==> src/rtl/led_array_pkg.sv <==
// rtl/led_array_pkg.sv - shared mode encoding and defaults for the LED array
package led_array_pkg;

    // Per-channel mode codes as they appear on the Mode bus
    typedef enum logic [1:0] {
        LED_ACT   = 2'b00,
        LED_ON    = 2'b01,
        LED_BLINK = 2'b10,
        LED_OFF   = 2'b11
    } LED_MODE_t;

    localparam int PWM_BITS_DEFAULT = 4;

endpackage

==> src/rtl/led_array_ch.sv <==
// rtl/led_array_ch.sv - one LED channel: hold counter, mode decode, PWM gate, output register
module led_array_ch
    import led_array_pkg::*;
#(
    parameter int DELAY      = 21_480_000,
    parameter int PWM_BITS   = PWM_BITS_DEFAULT,
    parameter bit ACTIVE_LOW = 1'b0
) (
    input  logic                clk_i,
    input  logic                reset_i,
    input  LED_MODE_t           mode_i,
    input  logic                trigger_i,
    input  logic [PWM_BITS-1:0] bright_i,
    input  logic [PWM_BITS-1:0] pwm_i,
    input  logic                blink_on_i,
    output logic                led_o
);

    localparam int HW = $clog2(DELAY + 1);

    logic [HW-1:0] hold_q;
    logic [HW-1:0] hold_d;
    logic          lit;
    logic          gated;
    logic          led_q;

    // Hold counter next state: OFF clears and wins over trigger, trigger reloads, else count down
    always_comb begin
        hold_d = hold_q;
        if (mode_i == LED_OFF) begin
            hold_d = '0;
        end else if (trigger_i) begin
            hold_d = HW'(DELAY);
        end else if (hold_q != '0) begin
            hold_d = hold_q - HW'(1);
        end
    end

    // Raw lit decode; ACT looks at the live trigger so the first lit cycle has no extra latency
    always_comb begin
        lit = 1'b0;
        case (mode_i)
            LED_ACT:   lit = trigger_i | (hold_q != '0);
            LED_ON:    lit = 1'b1;
            LED_BLINK: lit = blink_on_i;
            LED_OFF:   lit = 1'b0;
            default:   lit = 1'b0;
        endcase
    end

    // Brightness gate; all-ones bypasses the compare so full scale is truly 100 %
    always_comb begin
        gated = lit & ((&bright_i) | (pwm_i < bright_i));
    end

    // Hold counter and output register; reset parks the pin at its inactive level
    always_ff @(posedge clk_i) begin
        if (reset_i) begin
            hold_q <= '0;
            led_q  <= ACTIVE_LOW;
        end else begin
            hold_q <= hold_d;
            led_q  <= gated ^ ACTIVE_LOW;
        end
    end

    assign led_o = led_q;

endmodule

==> src/rtl/led_array.sv <==
// rtl/led_array.sv - multi-channel LED driver with afterglow, blink and PWM dimming
module led_array
    import led_array_pkg::*;
#(
    parameter int NUM_CH     = 4,
    parameter int DELAY      = 21_480_000,
    parameter int BLINK      = 2_148_000,
    parameter int PWM_BITS   = PWM_BITS_DEFAULT,
    parameter bit ACTIVE_LOW = 1'b0
) (
    input  logic                       CLK,
    input  logic                       RESET,
    input  logic [2*NUM_CH-1:0]        Mode,
    input  logic [NUM_CH-1:0]          Trigger,
    input  logic [PWM_BITS*NUM_CH-1:0] Bright,
    output logic [NUM_CH-1:0]          LedPort
);

    if (NUM_CH < 1 || NUM_CH > 16) begin : g_bad_num_ch
        $error("led_array: NUM_CH must be in 1..16");
    end
    if (DELAY < 1) begin : g_bad_delay
        $error("led_array: DELAY must be at least 1");
    end
    if (BLINK < 2 || (BLINK % 2) != 0) begin : g_bad_blink
        $error("led_array: BLINK must be even and at least 2");
    end
    if (PWM_BITS < 1 || PWM_BITS > 8) begin : g_bad_pwm_bits
        $error("led_array: PWM_BITS must be in 1..8");
    end

    localparam int BW = $clog2(BLINK);

    logic [BW-1:0]       blink_q;
    logic [BW-1:0]       blink_d;
    logic [PWM_BITS-1:0] pwm_q;
    logic [PWM_BITS-1:0] pwm_d;
    logic                any_blink;
    logic                blink_on;

    // Detect whether any channel currently wants the shared blink timebase
    always_comb begin
        any_blink = 1'b0;
        for (int i = 0; i < NUM_CH; i++) begin
            if (Mode[2*i +: 2] == LED_BLINK) begin
                any_blink = 1'b1;
            end
        end
    end

    // Blink counter parks at 0 when idle so a newly blinking LED always starts in the lit half
    always_comb begin
        blink_d = blink_q;
        if (!any_blink) begin
            blink_d = '0;
        end else if (blink_q == BW'(BLINK - 1)) begin
            blink_d = '0;
        end else begin
            blink_d = blink_q + BW'(1);
        end
        pwm_d    = pwm_q + PWM_BITS'(1);
        blink_on = (blink_q < BW'(BLINK / 2));
    end

    // Shared timebases
    always_ff @(posedge CLK) begin
        if (RESET) begin
            blink_q <= '0;
            pwm_q   <= '0;
        end else begin
            blink_q <= blink_d;
            pwm_q   <= pwm_d;
        end
    end

    for (genvar i = 0; i < NUM_CH; i++) begin : g_ch
        led_array_ch #(
            .DELAY      (DELAY),
            .PWM_BITS   (PWM_BITS),
            .ACTIVE_LOW (ACTIVE_LOW)
        ) u_ch (
            .clk_i      (CLK),
            .reset_i    (RESET),
            .mode_i     (LED_MODE_t'(Mode[2*i +: 2])),
            .trigger_i  (Trigger[i]),
            .bright_i   (Bright[PWM_BITS*i +: PWM_BITS]),
            .pwm_i      (pwm_q),
            .blink_on_i (blink_on),
            .led_o      (LedPort[i])
        );
    end

endmodule

==> config.mk <==
export PLATFORM = sky130hd
export DESIGN_NAME = led_array
export DESIGN_NICKNAME = d
export VERILOG_FILES = /design/src/rtl/led_array_pkg.sv /design/src/rtl/led_array_ch.sv /design/src/rtl/led_array.sv
export SDC_FILE = /design/constraint.sdc
export NUM_CORES = 1
export LEC_CHECK = 0
export CAP_MARGIN = 20
export CORE_MARGIN = 5
export CORE_UTILIZATION = 56
export CTS_BUF_LIST = sky130_fd_sc_hd__clkbuf_4
export DETAILED_ROUTE_END_ITERATION = 8
export PLACE_DENSITY = 0.78
export SLEW_MARGIN = 20
export SYNTH_ARGS = -nofsm -noshare
export SYNTH_HDL_FRONTEND = slang
export SYNTH_SLANG_ARGS = --single-unit
==> constraint.sdc <==
create_clock -name CLK -period 2.5 [get_ports CLK]
set_clock_uncertainty 0.1 [all_clocks]
set_input_delay 0.625 -clock CLK [delete_from_list [all_inputs] [get_ports CLK]]
set_output_delay 0.625 -clock CLK [all_outputs]
set_load 0.005 [all_outputs]
==> metrics.yaml <==
grt-ovfl-total: 0
ys_ff_latch: 130
setup_viol_count_final: 0
diodes: 0
path_max_fanout: 16
seq_power_share_pct: 42.4
min_from: "g_ch[2].u_ch.hold_q[0]"
critPathBufInv: 2
synth_edf_count: 0
worst_pin_slew_ns: 0.607
area.growth.synth_to_final_pct: 18.1
finalCriticalPeriod_ns: 2.50
powerDensity_nw_per_um2: 703
initialDrtViolationCount: 591
switching_share_pct: 30.8
antenna_found_initial: 0
tritoncts: "done"
cts_buffer_depth: 2
cts_buffers: 17
final_max_slew_viol_count: 0
wire_per_inst_um: 15.3
gr-usage-met3_pct: 5.79
rows: 40
required_ns: 2.89
ys_warn_count: 0
fin_cells: 1038
nFillCells: 982
routed_wl_um: 15900
holdWs_ns: 0.375
outcome: "completed"
grtUsageMet2_pct: 37.7
grt_pass1_vias: 5845
reg2regPathDepth: 7
syn_area_per_cell_um2: 8.33
via_per_inst: 6.03
p_switching_mw: 1.71
yosysSeqAreaShare_pct: 38.8
grt_use_met1_pct: 28.2
end_kind: "register"
drtAntennaViolNets: 0
max_stage_delay_ns: 0.53
cp.arrival_ns: 2.89
clkTransAtPathRegs_ns: 0.11
synth.distinct_cells: 54
dieArea_um2: 14300
ir_drop_mv: 0.567
dpl.hpwl_um: 11300
synth_cells: 804
initial_core_util_pct: 56.5
coreArea_um2: 11900
dr.pass1.iters: 5
static-leakage-power_nw: 3.07
slew-limit-headroom_pct: 59.1
path_depth: 7
htreeDepth: 4
die_w_um: 119
grt_max_degree: 23
place_inst: 1003
cts_hold_buffers: 0
place_congestion: 0.887
drc: 0
grtUsageTotal_pct: 22.7
synth_top_cell_by_area: "dfxtp_1"
cts_root_buffer: "clkbuf_4"
power_frac_comb_pct: 25.6
p_clk_share_pct: 32.0
reg2reg_slack_ns: 0.002
syn_nets: 853
critical_path_class: "reg -> reg"
io_buffers: 33
cts_sinks: 130
crit_family: "simple AND/OR/NAND/NOR gates"
finalHoldViolations: 0
internal_power_mw: 3.85
synth_top_flop_cell: "dfxtp_1"
fmax_mhz: 400
vias: 6263
yosys.area.top_type_share_pct: 38.8
period_share_pct: 99.9
clk-insertion-delay-late_ns: 0.56
nNetsFinal: 927
ios: 34
async_flop_share_pct: 0
grt.busiest_layer: "met2"
cap_viol_max_count: 0
critical_path.slowest_cell: "or4_4"
worst_setup_path_start_kind: "register"
critPathCapture: "g_ch[2].u_ch.hold_q[15]"
drive_gt1_share_pct: 11.6
die_height_um: 119
synthTopCellsByArea: "dfxtp_1 (39%), nor2_1 (4.9%), a21oi_1 (4.3%)"
reg2reg_from: "g_ch[2].u_ch.hold_q[12]"
syn_area_um2: 6700
rsz0062_at_grt: "true"
hp-class: "reg -> reg"
grt_pass1_wl_um: 26800
critPathLaunch: "g_ch[2].u_ch.hold_q[12]"
synthTopCellsByCount: "dfxtp_1 (130), nor2_1 (87), a21oi_1 (58), nand2_1 (37), inv_1 (36)"
path_cells: "or4_4 > or4_4 > buf_4 > nor4b_4 > buf_4 > o21ai_0 > a31oi_1"
yosysMostFrequentCell: "dfxtp_1"
rr_endpoint: "g_ch[2].u_ch.hold_q[15]"
[power by group through the flow]
| stage | Combinational [mW] | Clock (mW) | Sequential, mW |
|---|---|---|---|
| after floorplan | 0.956 | 0 | 2.36 |
| after global placement | 1.32 | 0 | 2.39 |
| after detailed placement | 1.36 | 0 | 2.40 |
| after CTS | 1.38 | 1.81 | 2.35 |
| after global routing | 1.58 | 1.93 | 2.38 |
| final | 1.43 | 1.78 | 2.36 |
[cells by family (layout without fill, tap and decap cells)]
kind of cell    after synthesis  count (layout)  synth area share (%)
simple gates                340             340                  27.7
compound gates              180             180                  17.2
flops                       130             130                  38.8
buf+inv                      73             160                  4.52
xor+xnor                     58              58                  7.58
fa+ha+maj                    19              19                  3.55
mux                           4               4                 0.598
[registers in the layout, summed over array words and instances, names as in the netlist]
register / cells
g_ch.u_ch.hold_q: 100
blink_q: 22
g_ch.u_ch.led_o: 4
pwm_q: 4
[layout make-up]
| cell class | count | area [um2] | share of cell area [%] |
|---|---|---|---|
| Multi-Input combinational cell | 601 | 3840 | 48.5 |
| Timing Repair Buffer | 91 | 782 | 9.88 |
| Clock inverter | 15 | 239 | 3.02 |
| Clock buffer | 17 | 128 | 1.61 |
| Tap cell | 147 | 184 | 2.32 |
| Inverter | 37 | 139 | 1.76 |
| Sequential cell | 130 | 2600 | 32.9 |
[per-layer routing]
layer  up-vias  wire length, um
met5         -                0
met4         0              317
met3        31              908
met2       188             7700
met1      2922             6980
li1       3122                -
[stage by stage]
stage | utilization [%] | worst slack, ns | TNS, ns | instance area, um2 | total power, mW
finish | 66.7 | 0.00168 | 0 | 7910 | 5.56
global route | 66.7 | -0.151 | -0.826 | 7910 | 5.89
CTS | 66.2 | 0.0459 | 0 | 7850 | 5.54
detailed placement | 63.1 | 0.0686 | 0 | 7480 | 3.76
global placement | 63.1 | 0.113 | 0 | 7480 | 3.71
floorplan | - | -0.0687 | -0.242 | 6720 | 3.31
[placed cells by master (no fill, tap or decap), types with 5 or more instances in the layout]
cell,instances
a31oi_1,13
dfxtp_1,129
xor2_1,30
o21a_1,14
nor3_1,27
clkdlybuf4s50_1,33
a21o_1,7
or3_1,30
bufinv_16,6
nand2_1,37
nor2_1,87
nor4_1,30
o21ai_0,24
a211oi_1,8
a21oi_1,57
nand2b_1,16
o31ai_1,19
buf_4,56
nor2b_1,5
clkbuf_4,17
xnor2_1,28
nand3_1,25
nand4_1,18
and4_1,6
or4_1,30
inv_1,36
ha_1,19
o211ai_1,9
clkinvlp_4,5
[what timing repair did]
action                     in CTS  in global routing
resized for setup               0                 11
setup endpoints to repair       0                 23
setup buffers                   0                  3
[how the worst min path moves through the flow]
stage	end	slack [ns]	depth (start not counted)
after floorplan	g_ch[2].u_ch.hold_q[8]	0.34	2
after detailed placement	g_ch[2].u_ch.hold_q[0]	0.36	2
final	g_ch[2].u_ch.hold_q[0]	0.38	2
after CTS	g_ch[2].u_ch.hold_q[0]	0.38	2
after global routing	g_ch[2].u_ch.hold_q[0]	0.40	2
after global placement	g_ch[2].u_ch.hold_q[8]	0.35	2
[worst register-to-register path: stages (launching register included)]
cell and delay, ns:
dfxtp_1 0.34, or4_4 0.54, or4_4 0.45, buf_4 0.17
nor4b_4 0.28, buf_4 0.26, o21ai_0 0.15, a31oi_1 0.17
(Power assumes the default switching activity.)
